`src/rtl/typeracer_pkg.sv`:
```
// Shared constants and types for the typing-game text path.
// Used by the keyboard decoder, the text buffer and the display stage.
package typeracer_pkg;

    localparam int MAX_LEN = 25;
    localparam int CHAR_W  = 5;
    localparam int TEXT_W  = MAX_LEN * CHAR_W;

    localparam logic [CHAR_W-1:0] PAD_CODE   = 5'd31;
    localparam logic [CHAR_W-1:0] LETTER_MAX = 5'd25;

    typedef enum logic [1:0] {
        IDLE   = 2'd0,
        TYPING = 2'd1,
        DONE   = 2'd2
    } state_t;

    // A length of zero or beyond the slot count means "use every slot".
    function automatic logic [4:0] clamp_len(input logic [4:0] len);
        if (len == 5'd0 || len > 5'(MAX_LEN))
            return 5'(MAX_LEN);
        return len;
    endfunction

endpackage

```
`src/rtl/sat_counter.sv`:
```
// Saturating up-counter with synchronous clear; holds at all-ones.
module sat_counter #(
    parameter int WIDTH = 8
) (
    input  logic             clk,
    input  logic             rst,
    input  logic             clr_i,
    input  logic             inc_i,
    output logic [WIDTH-1:0] cnt_o
);

    logic [WIDTH-1:0] cnt_q;

    // Count increments until full scale, clear wins over increment.
    always_ff @(posedge clk) begin
        if (rst || clr_i)
            cnt_q <= '0;
        else if (inc_i && cnt_q != {WIDTH{1'b1}})
            cnt_q <= cnt_q + 1'b1;
    end

    assign cnt_o = cnt_q;

endmodule

```
`src/rtl/typed_text_buffer.sv`:
```
// Keystroke accumulator and scorer for the typing game.
// Collects letter codes into a packed string, tracks correct positions
// against the latched target phrase and counts mistyped keys.
// Optional build macro: TYPEBUF_STRICT_EN -- mismatching letters are
// counted as errors but never stored.
module typed_text_buffer
    import typeracer_pkg::*;
(
    input  logic                clk,
    input  logic                rst,
    input  logic                start,
    input  logic [TEXT_W-1:0]   target,
    input  logic [4:0]          target_len,
    input  logic                key_valid,
    input  logic [CHAR_W-1:0]   key_code,
    input  logic                key_bs,
    input  logic                key_clr,
    output logic [TEXT_W-1:0]   text,
    output logic [4:0]          text_len,
    output logic [4:0]          correct_cnt,
    output logic [7:0]          err_cnt,
    output logic [1:0]          state,
    output logic                done
);

    localparam logic [TEXT_W-1:0] PAD_TEXT = {MAX_LEN{PAD_CODE}};

    state_t            state_q, state_d;
    logic [TEXT_W-1:0] text_q, text_d;
    logic [TEXT_W-1:0] tgt_q, tgt_d;
    logic [4:0]        len_q, len_d;
    logic [4:0]        tlen_q, tlen_d;
    logic [4:0]        corr_q, corr_d;
    logic              done_q, done_d;
    logic              err_inc, err_clr;

    // Next-state computation; only the highest-priority event acts each cycle.
    always_comb begin
        logic [CHAR_W-1:0] tgt_cur;
        logic [CHAR_W-1:0] tgt_prev;
        logic [CHAR_W-1:0] txt_prev;
        logic [4:0]        len_m1;
        logic              hit;

        state_d = state_q;
        text_d  = text_q;
        tgt_d   = tgt_q;
        len_d   = len_q;
        tlen_d  = tlen_q;
        corr_d  = corr_q;
        done_d  = 1'b0;
        err_inc = 1'b0;
        err_clr = 1'b0;

        len_m1   = len_q - 5'd1;
        tgt_cur  = tgt_q[int'(len_q) * CHAR_W +: CHAR_W];
        tgt_prev = tgt_q[int'(len_m1) * CHAR_W +: CHAR_W];
        txt_prev = text_q[int'(len_m1) * CHAR_W +: CHAR_W];
        hit      = (key_code == tgt_cur);

        if (start) begin
            state_d = TYPING;
            text_d  = PAD_TEXT;
            len_d   = 5'd0;
            corr_d  = 5'd0;
            err_clr = 1'b1;
            tgt_d   = target;
            tlen_d  = clamp_len(target_len);
        end else if (key_clr) begin
            state_d = IDLE;
            text_d  = PAD_TEXT;
            len_d   = 5'd0;
            corr_d  = 5'd0;
            err_clr = 1'b1;
        end else if (state_q == TYPING) begin
            if (key_bs) begin
                if (len_q != 5'd0) begin
                    text_d[int'(len_m1) * CHAR_W +: CHAR_W] = PAD_CODE;
                    len_d = len_m1;
                    if (txt_prev == tgt_prev)
                        corr_d = corr_q - 5'd1;
                end
            end else if (key_valid && key_code <= LETTER_MAX && len_q < tlen_q) begin
                err_inc = !hit;
`ifdef TYPEBUF_STRICT_EN
                if (hit) begin
                    text_d[int'(len_q) * CHAR_W +: CHAR_W] = key_code;
                    len_d  = len_q + 5'd1;
                    corr_d = corr_q + 5'd1;
                end
`else
                text_d[int'(len_q) * CHAR_W +: CHAR_W] = key_code;
                len_d  = len_q + 5'd1;
                corr_d = corr_q + 5'(hit);
`endif
                if (len_d == tlen_q && corr_d == tlen_q) begin
                    state_d = DONE;
                    done_d  = 1'b1;
                end
            end
        end
    end

    // Controller state and all registered outputs.
    always_ff @(posedge clk) begin
        if (rst) begin
            state_q <= IDLE;
            text_q  <= PAD_TEXT;
            tgt_q   <= '0;
            len_q   <= 5'd0;
            tlen_q  <= 5'(MAX_LEN);
            corr_q  <= 5'd0;
            done_q  <= 1'b0;
        end else begin
            state_q <= state_d;
            text_q  <= text_d;
            tgt_q   <= tgt_d;
            len_q   <= len_d;
            tlen_q  <= tlen_d;
            corr_q  <= corr_d;
            done_q  <= done_d;
        end
    end

    sat_counter #(.WIDTH(8)) u_err_cnt (
        .clk   (clk),
        .rst   (rst),
        .clr_i (err_clr),
        .inc_i (err_inc),
        .cnt_o (err_cnt)
    );

    assign text        = text_q;
    assign text_len    = len_q;
    assign correct_cnt = corr_q;
    assign state       = state_q;
    assign done        = done_q;

endmodule

```
`config.mk`:
```
export PLATFORM = sky130hd
export DESIGN_NAME = typed_text_buffer
export DESIGN_NICKNAME = d
export VERILOG_FILES = /design/src/rtl/typeracer_pkg.sv /design/src/rtl/sat_counter.sv /design/src/rtl/typed_text_buffer.sv
export SDC_FILE = /design/constraint.sdc
export NUM_CORES = 1
export LEC_CHECK = 0
export CAP_MARGIN = 20
export CORE_MARGIN = 2
export CORE_UTILIZATION = 30
export DETAILED_ROUTE_END_ITERATION = 8
export DONT_BUFFER_PORTS = 1
export PLACE_DENSITY = 0.44
export SKIP_CTS_REPAIR_TIMING = 1
export SLEW_MARGIN = 20
export SYNTH_ARGS = -nofsm -noshare
export SYNTH_HDL_FRONTEND = slang
export SYNTH_HIERARCHICAL = 1
export SYNTH_SLANG_ARGS = --single-unit
```
`constraint.sdc`:
```
create_clock -name clk -period 6.55 [get_ports clk]
set_input_delay 0 -clock clk [delete_from_list [all_inputs] [get_ports clk]]
set_output_delay 0 -clock clk [all_outputs]
set_load 0.03 [all_outputs]
```
==> results of run 1 <==
synth_stat cells, types with 19 or more instances:
| cell type | number | area, sq um |
|---|---|---|
| o21ai_0 | 120 | 601 |
| mux2i_1 | 155 | 1550 |
| nand3_1 | 89 | 445 |
| nor2_1 | 229 | 860 |
| inv_1 | 20 | 75.1 |
| buf_1 | 19 | 71.3 |
| a21oi_1 | 37 | 185 |
| nand2_1 | 206 | 773 |
| nor3_1 | 48 | 240 |
| o211ai_1 | 20 | 150 |
| nor2b_1 | 25 | 156 |
| clkbuf_1 | 65 | 244 |
| mux4_2 | 62 | 1400 |
| dfxtp_1 | 276 | 5530 |
metrics by stage:
stage,instances,hold WS (ns),util [%],setup slack (ns)
floorplan,1654,0.0787,-,1.76
global placement,2227,0.0970,31.3,1.36
detailed placement,2227,0.0892,31.3,1.27
CTS,2294,-0.493,34.0,1.22
global route,2497,-0.00390,38.1,0.686
finish,2497,-0.0396,38.1,1.03
logic make-up after synthesis:
kind of cell / synth area share, %
simple gates: 21.1
compound gates: 11.8
flops: 37.4
mux: 22.0
buf+inv: 4.19
xor+xnor: 1.97
fa+ha+maj: 1.53
placed cells by master, fill, tap and decap left out, types with 14 or more instances in the layout:
| master | netlist | final |
|---|---|---|
| mux2i_1 | 155 | 155 |
| and3_1 | 18 | 18 |
| inv_1 | 20 | 20 |
| dfxtp_1 | 276 | 272 |
| nor3_1 | 48 | 48 |
| nand3_1 | 89 | 89 |
| dlygate4sd3_1 | 0 | 198 |
| nand4_1 | 18 | 18 |
| buf_4 | 5 | 22 |
| clkbuf_16 | 0 | 40 |
| nor2b_1 | 25 | 25 |
| o21ai_0 | 120 | 120 |
| ha_1 | 18 | 17 |
| a21oi_1 | 37 | 37 |
| o22ai_1 | 18 | 18 |
| xnor2_1 | 14 | 14 |
| nor2_1 | 229 | 228 |
| nand2_1 | 206 | 206 |
| mux4_2 | 62 | 62 |
| o211ai_1 | 20 | 20 |
layer usage:
| metal | vias to the layer above | wire length [microns] |
|---|---|---|
| li1 | 6304 | - |
| met5 | - | 0 |
| met3 | 97 | 5990 |
| met1 | 6628 | 26600 |
| met2 | 565 | 27700 |
| met4 | 0 | 1590 |
worst register-to-register path, cell delays in order, from the launching register on:
cell and delay, ns:
dfxtp_4 0.95, mux4_2 0.69, mux4_2 0.57, o21ai_0 0.23, xor2_1 0.18, nand4_1 0.10
nor2_1 0.22, ha_1 0.24, ha_1 0.22, nand3_1 0.11, xor2_1 0.19, or3_1 0.32
a221o_1 0.31, a211o_1 0.30, a31oi_1 0.17, nor2_1 0.05, dlygate4sd3_1 0.57
final timing paths:
kind | startpoint | to | slack, ns | depth (start not counted)
setup / recovery | text_len[0] | state[0] | 1.03 | 16
hold / removal | rst | tgt_q[91] | -0.04 | 2
setup reg to reg | text_len[0] | state[0] | 1.03 | 16
hold reg to reg | tgt_q[74] | tgt_q[74] | 0.52 | 2
final cells by class:
type,instances,area [sq um]
Timing Repair Buffer,223,2220
Multi-Input combinational cell,1243,8640
Tap cell,664,831
Clock buffer,54,1120
Sequential cell,276,5530
Inverter,21,78.8
Antenna cell,3,7.51
Clock inverter,13,159
Fill cell,4864,30200
state kept, by name, summed over array words and instances, names as in the netlist:
register,cells
text,125
tgt_q,125
u_err_cnt/cnt_o,8
correct_cnt,5
text_len,5
tlen_q,5
state,2
done,1
power groups by stage:
stage / clock [mW] / combinational, mW / sequential (mW)
final: 2.14 / 0.377 / 1.78
after global routing: 2.26 / 0.406 / 1.79
after CTS: 2.19 / 0.221 / 1.78
after detailed placement: 0 / 0.219 / 1.82
after global placement: 0 / 0.217 / 1.82
after floorplan: 0 / 0.211 / 1.79
==> summary.md, run 1 <==
Outcome
* run status: finished, violations left
* violations in the final reports: hold timing

Layout
* net count of the finished layout: 1961
* fraction of final layout cells with drive strength greater than 1: 9.95%
* area overhead of the layout relative to synthesis: 25.9%
* area of all placed cells without fillers: 0.0186 sq mm

STA
* shortest clock period the worst path allows after layout: 5.52 ns
* Setup TNS: 0 ns
* number of slew-limit violations in the final report: 0
* Worst Hold Margin: -0.0396 ns
* final count of hold timing violations: 16
* f_max: 181 MHz
* Worst-Margin Slew: 1.09 ns
* unrepaired setup endpoints after global routing: no
* relative slew slack: 27.7%
* number of setup violations in the final report: 0
* final clock period utilization by the worst path: 84.3%
* Setup Skew: 0.0194 ns

Global routing
* pin count of the biggest net entering global routing: 139
* GR Util All Layers: 23.0%
* number of global-route vias before repair: 12128
* met2 track utilization from global routing: 35.3%
* met3 track utilization from global routing: 7.77%
* wire length of the first global-routing pass: 86.0 mm
* met1 track demand over resource: 30.7%
* number of antenna violations at the first check in global routing: 3
* GR peak layer: met2
* remaining global-route overflow: 0

Worst setup path
* kind of launch point of the worst setup path: flop
* crit path buf inv count: 1
* type of element capturing the critical path: flop
* WP data arrival: 5.96 ns
* maximum fanout encountered on the critical timing path: 55
* Crit path max-delay family: multiplexers
* cell-by-cell trace of the critical path: mux4_2 -> mux4_2 -> o21ai_0 -> xor2_1 -> nand4_1 -> nor2_1 -> ha_1 -> ha_1 -> nand3_1 -> xor2_1 -> or3_1 -> a221o_1 -> a211o_1 -> a31oi_1 -> nor2_1 -> dlygate4sd3_1
* Worst path slowest cell: dfxtp_4
* Slowest Stage Delay on Critical Path: 0.95 ns
* CP required: 6.99 ns
* Setup Crit Path Kind: reg2reg

Pwr
* switching part of the total: 24.7%
* overall power consumption: 4.30 mW
* fraction of power consumed by the clock network: 49.8%
* P_sw: 1.06 mW
* part of the total power dissipated in combinational logic: 8.8%
* pwr/cell area: 231 mW/mm^2
* Sequential Power Share: 41.4%
* leakage power of the design: 7.07 nW
* worst-case vdd ir drop: 0.181 mV
* cell-internal power: 3.24 mW

Die
* DIE WIDTH: 226 microns
* initial cell density of the core: 30.3%
* placeable core area: 0.0487 sq mm
* total die area: 0.0510 sq mm
* Core Rows: 81
* height of the chip: 226 microns
* top-level I/O count: 287

Clock network
* clock transition time at the flip-flop clock pins of the worst setup and hold paths: 0.06 ns
* number of buffers created by CTS: 37
* Clock Root Buffer: clkbuf_16
* CTS H-tree depth: 2
* clock sinks: 276
* clock latency at the later pin of the worst-skew pair: 0.56 ns
* Max Buffers Root-to-Sink: 3
* clock tree from TritonCTS: yes

Worst hold path
* path class of the lowest-slack min-delay path: in2reg

Route
* count of nets left with antenna violations after detail routing: 0
* Vias: 13594
* wire length per cell: 24.8 microns
* Detailed Route WL: 61.9 mm
* DRC marker count from the first detailed-route iteration: 1289
* post-DR vias/cell: 5.44
* DRT Pass-1 Iters: 6
* residual DRC count: 0

Placed design
* standard cell area after detailed placement: 0.0153 sq mm
* I/O Buffers: 0
* half-perimeter wire length of the detailed placement result: 44.2 mm
* final weighted congestion of routability-driven global placement: 0.865

Synthesis
* fraction of registers with async set/reset: 0%
* fraction of the yosys area taken by sequential cells: 37.4%
* dominant synthesized flop cell: dfxtp_1
* number of library cell types mapped by synthesis: 73
* Yosys Warn Count: 6
* post-synthesis cell area: 0.0148 sq mm
* synthesized net count: 1813
* number of storage elements in the synthesis netlist: 276
* average size of a mapped cell: 8.93 sq um
* instance count of the mapped netlist: 1654
* count of flip-flops with a built-in enable after synthesis: 0

Job
* max cap viols: 0

Note: power is estimated with default switching activity, not from simulation.
==> run 2, diff against run 1 <==
Clock period 6.55 ns to 5.5 ns, I/O delays scaled along.
==> run 2 against run 1 <==
  * The flow still finishes with violations (hold timing)
  * Worst hold slack lost 0.018 ns
  * Sequential power grew 19%
  * Flip-flop and latch count is the same
  * Wire length shrank 0.60%
  * Total power grew 14%
  * Non-clock buffer count shrank 13
  * Utilization shrank 0.59 points
  * Clock-buffer cell count shrank 11
  * Critical path type unchanged
  * Critical endpoint is now correct_cnt[4]
==> summary.md, run 2 (synthesis gave the netlist of run 1 again) <==
Route
* Vias: 13455, -1.0%
* Detailed Route WL: 61.5 mm, -0.60%
* count of nets left with antenna violations after detail routing: 0, unchanged
* DRC marker count from the first detailed-route iteration: 986, -24%
* wire length per cell: 24.9 microns, +0.28%
* DRT Pass-1 Iters: 5, -1
* residual DRC count: 0, unchanged
* post-DR vias/cell: 5.44, -0.14%

Global routing
* remaining global-route overflow: 0, unchanged
* number of global-route vias before repair: 12076, -0.43%
* wire length of the first global-routing pass: 86.0 mm, about the same
* pin count of the biggest net entering global routing: 139, unchanged
* GR Util All Layers: 22.9%, -0.10 points
* number of antenna violations at the first check in global routing: 1, -2

Worst setup path
* cell type with the highest occurrence count on the critical path: nand3_1
* Worst path slowest cell: xor2_4
* kind of launch point of the worst setup path: flop
* CP required: 5.93 ns, -1.06 ns
* Setup Crit Path Kind: reg2reg
* WP data arrival: 5.45 ns, -0.51 ns
* Slowest Stage Delay on Critical Path: 0.92 ns, -0.03 ns
* cell-by-cell trace of the critical path: inv_1 -> ha_1 -> xor2_4 -> buf_4 -> mux4_1 -> a222oi_1 -> o21ai_0 -> nand3_1 -> xnor2_1 -> o41ai_1 -> nand3_1 -> mux2i_1
* maximum fanout encountered on the critical timing path: 32, -42%
* type of element capturing the critical path: flop

Layout
* Final Core Density: 37.6%, -0.59 points
* net count of the finished layout: 1945, -0.82%
* commonest non-fill, non-tap cell in the layout: dfxtp_1
* commonest cells after routing, fill and taps aside: dfxtp_1 (272), nor2_1 (228), nand2_1 (206)
* fraction of final layout cells with drive strength greater than 1: 10.4%, +0.44 points
* area overhead of the layout relative to synthesis: 24.0%

Die
* Core Rows: 81, unchanged
* total die area: 0.0510 sq mm, unchanged
* top-level I/O count: 287, unchanged
* placeable core area: 0.0487 sq mm, unchanged
* initial cell density of the core: 30.3%, unchanged
* DIE WIDTH: 226 microns, unchanged
* height of the chip: 226 microns, unchanged

Placed design
* final weighted congestion of routability-driven global placement: 0.875, +1.2%
* half-perimeter wire length of the detailed placement result: 44.5 mm, +0.56%
* I/O Buffers: 0, unchanged
* DP Worst Slack: 0.472 ns, -0.795 ns

STA
* Setup TNS: 0 ns, unchanged
* number of slew-limit violations in the final report: 0, unchanged
* final clock period utilization by the worst path: 91.1%, +6.8 points
* Setup Skew: 0.0164 ns, -0.00298 ns
* min setup slack post-route: 0.488 ns, -0.541 ns
* unrepaired setup endpoints after global routing: no
* number of setup violations in the final report: 0, unchanged
* f_max: 200 MHz, +10%
* Worst Hold Margin: -0.0578 ns, -0.0182 ns
* shortest clock period the worst path allows after layout: 5.01 ns, -0.509 ns
* final count of hold timing violations: 7, -9
* Worst-Margin Slew: 1.11 ns, +0.0202 ns
* relative slew slack: 26.1%, -1.6 points

Pwr
* pwr/cell area: 268 mW/mm^2, +16%
* worst-case vdd ir drop: 0.185 mV, +2.2%
* leakage power of the design: 6.93 nW, -2.0%

Clock network
* Clock Root Buffer: clkbuf_16
* Max Buffers Root-to-Sink: 3, unchanged
* clock transition time at the flip-flop clock pins of the worst setup and hold paths: 0.07 ns, about the same
* clock sinks: 276, unchanged
* CTS H-tree depth: 2, unchanged
* number of buffers created by CTS: 34, -8.1%
* clock tree from TritonCTS: yes
* clock latency at the later pin of the worst-skew pair: 0.54 ns, -0.02 ns

Worst hold path
* path class of the lowest-slack min-delay path: in2reg

Job
* max cap viols: 0, unchanged

Outcome
* violations in the final reports: hold timing
* run status: finished, violations left

## run 2: changes by cell type in the layout (fill, tap and decap cells not counted), sizes merged
cell / change
dlygate4sd3: -24
clkinv: +4
clkbuf: -11
bufinv: +1
buf: +11
diode: -2
clkinvlp: -1
## run 2: final timing paths
kind                            slack, ns         from              to  cells past startpoint
worst max-delay path                 0.49  text_len[1]  correct_cnt[4]                     12
worst min-delay path                -0.06       key_bs       text[100]                      4
worst max register to register       0.49  text_len[1]  correct_cnt[4]                     12
worst min register to register       0.49    tlen_q[4]       tlen_q[4]                      2
## run 2: through the flow
step / area (sq um) / total power [mW] / cells
6_report: 18300 / 4.90 / 2475
5_1_grt: 18300 / 5.06 / 2475
4_1_cts: 16500 / 4.78 / 2298
3_5_place_dp: 15400 / 2.43 / 2238
3_3_place_gp: 15400 / 2.42 / 2238
2_1_floorplan: 14800 / 2.38 / 1654
## run 2: where the power goes
| group | internal [mW] | total (mW) | switching [mW] |
|---|---|---|---|
| logic | 0.222 | 0.432 | 0.210 |
| clock network | 1.40 | 2.34 | 0.942 |
| registers | 2.06 | 2.12 | 0.0677 |
## run 2: final cells by class
class / count / area (sq um)
Fill cell: 4955 / 30400
Multi-Input combinational cell: 1243 / 8650
Sequential cell: 276 / 5530
Timing Repair Buffer: 210 / 2060
Clock buffer: 43 / 936
Tap cell: 664 / 831
Clock inverter: 17 / 209
Inverter: 21 / 78.8
Antenna cell: 1 / 2.50
## run 2: per-layer routing
metal	track usage, %	wire length [microns]	vias up
li1	-	-	6255
met1	29.7	26700	6601
met2	35.5	27500	508
met3	8.47	5450	91
met4	6.94	1910	0
met5	0	0	-
## run 2: critical path: cells and delay by family (launching register included)
kind,cells,cell delay [ns]
xor gates and xnor gates,2,1.05
AOI/OAI and AO/OA,3,0.89
DFF,1,0.86
muxes,2,0.76
buffers and inverters,2,0.64
adders and majority gates,1,0.40
and+or+nand+nor,2,0.28
==> run 3, diff against run 2 <==
--- a/config.mk
+++ b/config.mk
@@ -9,6 +9,6 @@
 export CORE_MARGIN = 2
-export CORE_UTILIZATION = 30
+export CORE_UTILIZATION = 40
 export DETAILED_ROUTE_END_ITERATION = 8
 export DONT_BUFFER_PORTS = 1
-export PLACE_DENSITY = 0.44
+export PLACE_DENSITY = 0.54
 export SKIP_CTS_REPAIR_TIMING = 1
--- a/constraint.sdc
+++ b/constraint.sdc
@@ -3,2 +3,2 @@
 set_output_delay 0 -clock clk [all_outputs]
-set_load 0.03 [all_outputs]
+set_load 0.01 [all_outputs]
==> run 3 against run 2 <==
  * The run still ends with hold timing left
  * Largest cell class unchanged
  * Sequential power barely moved
  * Global-route usage up 4.3 points
  * Clock power is 6% higher
  * Worst hold slack improved by 0.048 ns
  * Critical path type unchanged
  * Cell area decreased by 1.1%
  * Register-to-register slack lost 0.11 ns
  * Largest power group unchanged
==> summary.md, run 3 (synthesis gave the netlist of run 1 again) <==
Outcome
* run status: finished, violations left
* violations in the final reports: hold timing

Worst setup path
* type of element capturing the critical path: flop
* kind of launch point of the worst setup path: flop
* cell-by-cell trace of the critical path: inv_1 -> ha_1 -> xor2_4 -> buf_12 -> buf_12 -> mux2i_1 -> a22oi_1 -> a32oi_1 -> o211ai_1 -> xor2_1 -> o41ai_1 -> nand3_1 -> mux2i_1
* Setup Crit Path Kind: reg2reg
* CP required: 5.93 ns, about the same
* Worst path slowest cell: dfxtp_2
* maximum fanout encountered on the critical timing path: 33, +3.1%
* WP data arrival: 5.55 ns, +0.10 ns
* reg2reg path depth: 13, +1
* Slowest Stage Delay on Critical Path: 0.87 ns, -0.05 ns

Pwr
* cell-internal power: 3.83 mW, +4.2%
* P_sw: 1.20 mW, -2.0%
* Sequential Power Share: 42.1%, -1.2 points
* pwr/cell area: 278 mW/mm^2, +3.7%
* leakage power of the design: 6.95 nW, +0.35%
* worst-case vdd ir drop: 0.332 mV, +79%
* switching part of the total: 23.8%, -1.1 points
* part of the total power dissipated in combinational logic: 8.7%, about the same
* fraction of power consumed by the clock network: 49.2%, +1.4 points

Route
* count of nets left with antenna violations after detail routing: 0, unchanged
* DRC marker count from the first detailed-route iteration: 1444, +46%
* Vias: 13731, +2.1%
* post-DR vias/cell: 6.04, +11%
* residual DRC count: 0, unchanged
* DRT Pass-1 Iters: 6, +1
* Detailed Route WL: 56.7 mm, -7.8%
* wire length per cell: 24.9 microns, +0.34%

Layout
* fraction of final layout cells with drive strength greater than 1: 9.93%, -0.45 points
* commonest non-fill, non-tap cell in the layout: dfxtp_1
* commonest cells after routing, fill and taps aside: dfxtp_1 (272), nor2_1 (228), nand2_1 (206)
* net count of the finished layout: 1938, -0.36%
* Final Core Density: 49.6%, +12 points
* area overhead of the layout relative to synthesis: 22.6%

STA
* Worst Hold Margin: -0.00979 ns, +0.0480 ns
* Setup Skew: 0.00973 ns, -0.00672 ns
* Worst-Margin Slew: 1.07 ns, -0.0401 ns
* Setup TNS: 0 ns, unchanged
* number of setup violations in the final report: 0, unchanged
* number of slew-limit violations in the final report: 0, unchanged
* relative slew slack: 29.0%, +2.9 points
* final count of hold timing violations: 3, -4
* final clock period utilization by the worst path: 93.2%, +2.0 points
* unrepaired setup endpoints after global routing: no
* shortest clock period the worst path allows after layout: 5.12 ns, +0.112 ns
* f_max: 195 MHz, -2.2%

Die
* total die area: 0.0385 sq mm, -25%
* Core Rows: 70, -14%
* top-level I/O count: 287, unchanged
* height of the chip: 196 microns, -13%
* initial cell density of the core: 40.4%, +10 points
* DIE WIDTH: 196 microns, -13%
* placeable core area: 0.0365 sq mm, -25%

Placed design
* final weighted congestion of routability-driven global placement: 0.905, +3.4%
* half-perimeter wire length of the detailed placement result: 39.4 mm, -11%
* I/O Buffers: 0, unchanged

Global routing
* remaining global-route overflow: 0, unchanged
* pin count of the biggest net entering global routing: 139, unchanged
* number of antenna violations at the first check in global routing: 3, +2
* number of global-route vias before repair: 11653, -3.5%
* wire length of the first global-routing pass: 78.8 mm, -8.4%
* GR Util All Layers: 27.2%, +4.3 points

Worst hold path
* number of cells on the worst hold path: 3, -1
* path class of the lowest-slack min-delay path: in2reg

Job
* max cap viols: 0, unchanged

Clock network
* Max Buffers Root-to-Sink: 3, unchanged
* clock latency at the later pin of the worst-skew pair: 0.54 ns, about the same
* number of buffers created by CTS: 34, unchanged
* clock tree from TritonCTS: yes
* Clock Root Buffer: clkbuf_16
* clock sinks: 276, unchanged
* CTS H-tree depth: 2, unchanged
* clock transition time at the flip-flop clock pins of the worst setup and hold paths: 0.06 ns, about the same

==> run 3: cell types whose count changed in the layout (fill, tap and decap cells not counted), moves of 2 or more <==
cell / previous run / this run
bufinv_16: 4 / 6
buf_4: 33 / 22
buf_12: 1 / 3
diode_2: 1 / 3
clkinv_4: 3 / 0
dlygate4sd3_1: 174 / 176
clkbuf_16: 35 / 37
==> run 3: path summary, 6_finish.rpt <==
path / startpoint / end / slack (ns)
min reg2reg: tlen_q[4] / tlen_q[4] / 0.50
min: key_valid / text_len[0] / -0.01
max: text_len[1] / correct_cnt[4] / 0.38
max reg2reg: text_len[1] / correct_cnt[4] / 0.38
==> run 3: per-stage QoR <==
step / power, mW / instance area, sq um / hold slack (ns) / instances / setup slack (ns)
after floorplan: 2.38 / 14800 / 0.0787 / 1654 / 0.875
after global routing: 5.16 / 18100 / 0.00928 / 2273 / 0.118
final: 5.03 / 18100 / -0.00979 / 2273 / 0.376
after CTS: 4.87 / 16300 / -0.478 / 2091 / 0.157
after detailed placement: 2.42 / 15000 / 0.0875 / 2032 / 0.186
after global placement: 2.41 / 15000 / 0.0853 / 2032 / 0.260
==> run 3: power by group through the flow <==
stage,clock network (mW),logic (mW),registers (mW)
floorplan,0,0.251,2.13
global placement,0,0.254,2.16
detailed placement,0,0.258,2.16
CTS,2.50,0.260,2.11
global route,2.57,0.469,2.12
finish,2.48,0.438,2.12
==> run 3: critical path, delay by kind of cell (launching register included) <==
family | cells | cell delay (ns)
AOI/OAI and AO/OA | 4 | 1.38
buffers and inverters | 3 | 0.84
DFF | 1 | 0.87
xor gates and xnor gates | 2 | 0.91
muxes | 2 | 0.37
adders and majority gates | 1 | 0.43
and+or+nand+nor | 1 | 0.18
==> run 3: layout make-up <==
type                       count  area, sq um
fill                        3361        18400
multi-input combinational   1243         8640
sequential                   276         5530
timing repair buffer         203         2040
clock buffer                  45          996
tap                          468          586
clock inverter                14          226
inverter                      21         78.8
antenna                        3         7.51
==> run 3: per-layer routing <==
layer	vias up	global-route usage, %	wire (microns)	part of all wire [%]
met4	0	8.11	1800	3.2
met1	6709	35.9	23300	41
met2	669	41.7	25600	45
met5	-	0	0	0
met3	108	10.1	6010	11
li1	6245	-	-	-
